<file path="src/rtl/mpx_divider.sv">
// mpx_divider: iterative radix-2 restoring divider for MIPS DIV/DIVU.
// Produces a one-cycle strobe carrying HI (remainder) and LO (quotient).
module mpx_divider #(
  parameter int SUPPORT_MULDIV = 1
) (
  input  logic        clk_i,
  input  logic        rst_i,
  input  logic        opcode_valid_i,
  input  logic [31:0] opcode_opcode_i,
  input  logic [31:0] opcode_rs_operand_i,
  input  logic [31:0] opcode_rt_operand_i,
  input  logic        squash_muldiv_i,
  output logic        div_busy_o,
  output logic        div_result_valid_o,
  output logic [31:0] div_result_hi_o,
  output logic [31:0] div_result_lo_o
);

  localparam bit EN = (SUPPORT_MULDIV != 0);

  typedef enum logic [1:0] {
    IDLE,
    RUN,
    FIX
  } state_t;

  state_t      state;
  state_t      state_next;
  logic [5:0]  count;
  logic [31:0] dividend;
  logic [31:0] divisor;
  logic [31:0] rem;
  logic        q_neg;
  logic        r_neg;
  logic [31:0] hi;
  logic [31:0] lo;
  logic        valid;

  logic        is_special;
  logic        is_div;
  logic        is_divu;
  logic        accept;
  logic        finish;
  logic [32:0] shifted;
  logic [32:0] diff;
  logic        ge;
  logic        unused_fields;

  function automatic logic [31:0] mag(input logic [31:0] v);
    return v[31] ? (~v + 32'd1) : v;
  endfunction

  assign unused_fields = ^opcode_opcode_i[25:6];

  assign is_special = (opcode_opcode_i[31:26] == 6'h00);
  assign is_div     = is_special && (opcode_opcode_i[5:0] == 6'h1A);
  assign is_divu    = is_special && (opcode_opcode_i[5:0] == 6'h1B);
  assign accept     = EN && opcode_valid_i && (is_div || is_divu);

  // FIX completes only when neither a new divide nor a squash intervenes
  assign finish = (state == FIX) && !accept && !squash_muldiv_i;

  // One restoring step: shift in the next dividend bit, subtract if it fits
  assign shifted = {rem, dividend[31]};
  assign diff    = shifted - {1'b0, divisor};
  assign ge      = (shifted >= {1'b0, divisor});

  // Next-state logic; a new accept always restarts from load
  always_comb begin
    state_next = state;
    unique case (state)
      IDLE: begin
        if (accept) state_next = RUN;
      end
      RUN: begin
        if (accept)               state_next = RUN;
        else if (squash_muldiv_i) state_next = IDLE;
        else if (count == 6'd31)  state_next = FIX;
      end
      FIX: begin
        if (accept) state_next = RUN;
        else        state_next = IDLE;
      end
      default: state_next = IDLE;
    endcase
  end

  // State register
  always_ff @(posedge clk_i) begin
    if (rst_i) state <= IDLE;
    else       state <= state_next;
  end

  // Operand load, iteration and sign fix-up of the result
  always_ff @(posedge clk_i) begin
    if (rst_i) begin
      count    <= 6'd0;
      dividend <= 32'd0;
      divisor  <= 32'd0;
      rem      <= 32'd0;
      q_neg    <= 1'b0;
      r_neg    <= 1'b0;
      hi       <= 32'd0;
      lo       <= 32'd0;
      valid    <= 1'b0;
    end else begin
      valid <= finish;
      if (accept) begin
        count <= 6'd0;
        rem   <= 32'd0;
        if (is_div) begin
          dividend <= mag(opcode_rs_operand_i);
          divisor  <= mag(opcode_rt_operand_i);
          q_neg    <= opcode_rs_operand_i[31] ^ opcode_rt_operand_i[31];
          r_neg    <= opcode_rs_operand_i[31];
        end else begin
          dividend <= opcode_rs_operand_i;
          divisor  <= opcode_rt_operand_i;
          q_neg    <= 1'b0;
          r_neg    <= 1'b0;
        end
      end else if (state == RUN) begin
        count    <= count + 6'd1;
        rem      <= ge ? diff[31:0] : shifted[31:0];
        dividend <= {dividend[30:0], ge};
      end
      if (finish) begin
        lo <= q_neg ? (~dividend + 32'd1) : dividend;
        hi <= r_neg ? (~rem + 32'd1) : rem;
      end
    end
  end

  assign div_busy_o         = (state != IDLE);
  assign div_result_valid_o = valid;
  assign div_result_hi_o    = hi;
  assign div_result_lo_o    = lo;

endmodule

</file>
<file path="config.mk">
export PLATFORM = sky130hd
export DESIGN_NAME = mpx_divider
export DESIGN_NICKNAME = d
export VERILOG_FILES = /design/src/rtl/mpx_divider.sv
export SDC_FILE = /design/constraint.sdc
export NUM_CORES = 1
export LEC_CHECK = 0
export CORE_ASPECT_RATIO = 1.75
export CORE_MARGIN = 4
export CORE_UTILIZATION = 50
export DETAILED_ROUTE_END_ITERATION = 10
export PLACE_DENSITY = 0.78
export SETUP_SLACK_MARGIN = 0.4
export SYNTH_ARGS = -nofsm -noshare
export SYNTH_HDL_FRONTEND = slang
export SYNTH_SLANG_ARGS = --single-unit
export TNS_END_PERCENT = 10
</file>
<file path="constraint.sdc">
create_clock -name clk_i -period 3.3 [get_ports clk_i]
set_input_delay 0.825 -clock clk_i [delete_from_list [all_inputs] [get_ports clk_i]]
set_output_delay 0.825 -clock clk_i [all_outputs]
set_load 0.02 [all_outputs]
</file>
[Word-level counts from Yosys, hierarchy flattened]
Index checks and enable logic that the tools add are counted.
Widths: inputs -> output; s select.
Operators by class
  $add $sub $neg: 6
  $lt $le $gt $ge: 1
  eq/ne operators: 7
  mux-type cells: 17
  bitwise gates (word level): 5
  reduce and logical (&&, ||, !) cells: 14
Operators by type and width (number)
  $mux 32: 9
  $add 32x1->32 const B: 4
  $not 32->32: 4
  $ge 33x32->1: 1
  $sub 32x32->32: 1
  $eq 6x5->1 const B: 3
  $mux 2: 4
  $add 6x1->6 const B: 1
  $logic_not 6->1: 1
  $pmux 2 s3: 1
  $logic_and 1x1->1: 5
  $ne 4x4->1 const B: 1
  $reduce_bool 2->1: 2
  $mux 1: 3
  $eq 2x1->1 const B: 1
  $eq 2x2->1 const B: 1
  $logic_not 1->1: 2
  $logic_not 2->1: 1
  $ne 2x2->1 const B: 1
  $reduce_and 2->1: 1
  $reduce_or 2->1: 1
  $logic_or 1x1->1: 1
  $xor 1x1->1: 1
Storage, ports and cells
  bits in registers: 171
  input port bits: 100
  word-level logic and storage cells: 60

[Depth between registers and ports, before layout]
  depth after elaboration: 7
  mapped depth: 14
  depth with buffers taken out: 12

[Least setup slack after synthesis]
No wires, ideal clock.
  kind: input to register
  start point: input opcode_rt_operand_i[0]
  end point: register divisor[25]
  setup time: 86 ps
  arrival time: 3156 ps
  setup slack: 58 ps
  stages on the path: 8
  cell sequence: or4_1 > or4_1 > or3_1 > or3_1 > nor2_1 > a21oi_1 > xnor2_1 > a211oi_1
On the way
  longest elaborated chain between the ends: 4
RTL lines
  start: declaration: RTL line 11  | input logic [31:0] opcode_rt_operand_i,
  $not 32->32: RTL line 50  | return v[31] ? (~v + 32'd1) : v;
  $add 32x1->32: RTL line 50
  $mux 32: RTL line 50
  $mux 32: RTL line 111  | if (is_div) begin
  end signal: assignment: RTL line 113  | divisor <= mag(opcode_rt_operand_i);
  end signal: assignment: RTL line 118  | divisor <= opcode_rt_operand_i;
  end: declaration: RTL line 31  | logic [31:0] divisor;
Every way passes these cells.
A chain may end at the register's enable or synchronous reset.

[Worst setup path after layout]
  start point: input opcode_rt_operand_i[7]
  end point: register divisor[29]
Same word-level chain as after synthesis.

==> results.txt <==
minimum clock period: 2.979 ns
routed len/inst: 17.80 µm
final wirelength: 33.66 mm
antenna violations before repair: 0
TritonCTS sink count: 171
buffers added on ports: 145
startpoint of the most critical register-to-register path: dividend[10]
critical path class: primary input to flop
First DRT Iteration DRCs: 536
flip-flop cell with the highest count after synthesis: sky130_fd_sc_hd__dfxtp_1
post-synthesis instance area: 10980 µm²
I/O pin total: 166
largest net degree at the start of global routing: 71
GP Congestion: 0.9549
RSZ-0062 raised after global routing: yes
fraction of power consumed by the clock network: 0.459
power per standard cell area: 300.4 nW/µm²
post-route design area: 14290 µm²
most common library cell in the layout ignoring fill and taps: sky130_fd_sc_hd__nor2_1
Cell variety after synth: 70
insertion delay to the later sink of the worst-skew pair: 0.45 ns
num rows: 71
flip-flop and latch count after synthesis: 171
post-detail-place hpwl: 25.00 mm
power dissipated by switching net loads: 1.015 mW
Die Width: 120.0 µm
critical path required time: 3.66 ns
number of cells produced by synthesis: 1413
sequential share of power: 0.481
Hold Path Class: flop to flop
number of nets in the layout: 1724
# hold bufs at CTS: 0
startpoint of the most critical setup path: opcode_rt_operand_i[7]
hold_sp: div_result_lo_o[0]
Internal Power: 3.277 mW
worst path arrival time: 3.34 ns
final total negative setup slack: 0 ns
buffer cell driving the clock tree root: sky130_fd_sc_hd__clkbuf_16
Die ar.: 24480 µm²
Vias: 11030
die height: 204.0 µm
count of final max-slew check failures: 0
number of enable flip-flop cells after synthesis: 0
detailed-routing iteration count for the pre-antenna-repair pass: 5
static power due to leakage: 5.342 nW
element type at the critical path end: flop
area overhead of the layout relative to synthesis: 30.16%
post-detailed-route count of antenna-violating nets: 0
CTS tree: built
peak ir drop on the vdd network: 0.0003246 V
htree depth: 4
post-route DRC violation count: 0
total core area: 21590 µm²
maximum clock frequency: 335.7 MHz
Max transition margin: 0.4280
Synthesized Nets: 1551
Post-synth ARST share: 0
DP Cell Count: 1846
total number of yosys warnings: 0
via/cell ratio: 5.833
hold violation count in the final report: 0
worst-case clock skew: 0.007205 ns
Tightest Pin Transition: 0.8580 ns
number of cells in the finished layout apart from fillers: 1891
result of the run: completed
storage element area: 3435 µm²
number of buffers created by CTS: 17
Seq/Total Area, Yosys: 0.3118
overall routing resource usage: 0.2708
cell area after placement: 13250 µm²
total setup violations reported at the end of the flow: 0
mean instance size in the synthesized netlist: 7.769 µm²
Fin Hold WS: 0.4548 ns
final core utilization: 0.6619
clock transition time at the flip-flop clock pins of the worst setup and hold paths: 0.07 ns
Switching Share: 0.2365
count of maximum capacitance violations: 0
startpoint type of the worst setup path: primary input
total overflow reported by the global router: 0
CP Max Fanout: 4
combinational share of power: 0.060
multi-input gate area in the final layout: 7410 µm²
layout cell share with drive strength beyond 1: 0.1482
Max Buffers Root-to-Sink: 2
wire length of the first global-routing pass: 53.01 mm
starting density of the core: 0.5085
portion of the clock cycle consumed by the worst path in the final layout: 0.9028
commonest non-fill, non-tap cells in the layout: sky130_fd_sc_hd__nor2_1, sky130_fd_sc_hd__dfxtp_1, sky130_fd_sc_hd__nand2_1
via count of the first global-routing pass: 10790
antenna cell count: 0
number of fill cells in the layout: 1849
[power groups by stage]
stage | clock network [mW] | registers [mW] | logic (mW)
2_1_floorplan | 0 | 2.11 | 0.0863
3_3_place_gp | 0 | 2.11 | 0.248
3_5_place_dp | 0 | 2.11 | 0.252
4_1_cts | 2.01 | 2.06 | 0.252
5_1_grt | 2.08 | 2.06 | 0.276
6_report | 1.97 | 2.06 | 0.257
[sequential cells by signal, indices dropped and copies added (netlist names)]
name                flops
count                   6
div_result_valid_o      1
rem                    32
dividend               32
div_result_hi_o        32
q_neg                   1
div_result_lo_o        32
state                   2
divisor                32
r_neg                   1
[cells in the mapped netlist (3+ instances only)]
library cell,instances,area [µm²]
sky130_fd_sc_hd__a211o_1,3,26.28
sky130_fd_sc_hd__a211oi_1,78,585.6
sky130_fd_sc_hd__a21o_1,12,90.09
sky130_fd_sc_hd__a21oi_1,94,470.5
sky130_fd_sc_hd__a311oi_1,33,289.0
sky130_fd_sc_hd__a31oi_1,11,68.82
sky130_fd_sc_hd__a41oi_1,3,26.28
sky130_fd_sc_hd__and2_1,15,93.84
sky130_fd_sc_hd__and3_1,13,81.33
sky130_fd_sc_hd__buf_1,9,33.78
sky130_fd_sc_hd__buf_4,4,30.03
sky130_fd_sc_hd__buf_6,3,33.78
sky130_fd_sc_hd__clkbuf_1,73,274.0
sky130_fd_sc_hd__dfxtp_1,171,3423
sky130_fd_sc_hd__ha_1,37,462.9
sky130_fd_sc_hd__inv_1,52,195.2
sky130_fd_sc_hd__mux2i_1,25,250.2
sky130_fd_sc_hd__nand2_1,158,593.1
sky130_fd_sc_hd__nand2b_1,9,56.30
sky130_fd_sc_hd__nand3_1,17,85.08
sky130_fd_sc_hd__nand3b_1,3,22.52
sky130_fd_sc_hd__nand4_1,18,112.6
sky130_fd_sc_hd__nor2_1,166,623.1
sky130_fd_sc_hd__nor2b_1,11,68.82
sky130_fd_sc_hd__nor3_1,26,130.1
sky130_fd_sc_hd__nor4_1,6,37.54
sky130_fd_sc_hd__o211a_1,3,30.03
sky130_fd_sc_hd__o211ai_1,6,45.04
sky130_fd_sc_hd__o21a_1,5,37.54
sky130_fd_sc_hd__o21ai_0,59,295.3
sky130_fd_sc_hd__o21ai_1,19,95.09
sky130_fd_sc_hd__o21bai_1,4,30.03
sky130_fd_sc_hd__o31a_1,4,35.03
sky130_fd_sc_hd__o31ai_1,31,232.7
sky130_fd_sc_hd__o41ai_1,13,113.9
sky130_fd_sc_hd__or2_1,4,25.02
sky130_fd_sc_hd__or3_1,21,131.4
sky130_fd_sc_hd__or4_1,16,120.1
sky130_fd_sc_hd__or4_4,3,33.78
sky130_fd_sc_hd__xnor2_1,49,429.2
sky130_fd_sc_hd__xor2_1,93,814.5
[area by class of cell]
cell class | count | share of cell area
flip-flops and latches | 171 | 0.2404
inverters | 52 | 0.01384
clock buffers | 19 | 0.03170
well taps | 292 | 0.02557
clock inverters | 13 | 0.008231
repair buffers | 246 | 0.1617
multi-input cells | 1098 | 0.5186
[metrics by stage]
step	setup slack, ns	total power, mW
2_1_floorplan	0.1629	2.197
3_3_place_gp	-0.3073	2.359
3_5_place_dp	-0.3825	2.362
4_1_cts	0.2954	4.321
5_1_grt	0.1927	4.421
6_report	0.3209	4.292
[cells by family (layout without fill, tap and decap cells)]
kind of cell,after synthesis,in the layout,synth area share
buffers and inverters,144,330,0.05334
flip-flops,171,171,0.3118
adder cells (fa/ha/maj),38,38,0.04399
AO/OA/AOI/OAI,394,394,0.2401
multiplexers,26,26,0.02382
XOR/XNOR,142,142,0.1133
AND/OR/NAND/NOR,498,498,0.2136
[path summary, 6_finish.rpt]
path | endpoint | slack (ns) | cells past startpoint
setup / recovery | divisor[29] | 0.32 | 8
hold / removal | div_result_lo_o[0] | 0.45 | 2
setup reg to reg | div_result_lo_o[27] | 0.39 | 7
hold reg to reg | div_result_lo_o[0] | 0.45 | 2
[worst max-delay path, cell delays in order]
cell	delay, ns
sky130_fd_sc_hd__dlygate4sd2_1	0.24
sky130_fd_sc_hd__or4_4	0.52
sky130_fd_sc_hd__or3_4	0.42
sky130_fd_sc_hd__or3_4	0.34
sky130_fd_sc_hd__or3_4	0.38
sky130_fd_sc_hd__o31a_1	0.26
sky130_fd_sc_hd__xnor2_1	0.12
sky130_fd_sc_hd__a211oi_1	0.23
[repair_timing]
item                                    in CTS  in global routing
endpoints found under the setup margin      66                 73
resized for setup                           49                 58
setup buffers                                6                  7
pin swaps                                   27                 26
[layer usage]
layer / global-route usage / routed length, µm / up-vias
met5: 0 / 0 / -
met4: 0.2052 / 2628 / 0
met3: 0.03683 / 1213 / 116
met2: 0.5073 / 18350 / 312
met1: 0.2637 / 11460 / 5169
li1: - / - / 5433
Note: power is estimated with default switching activity, not from simulation.
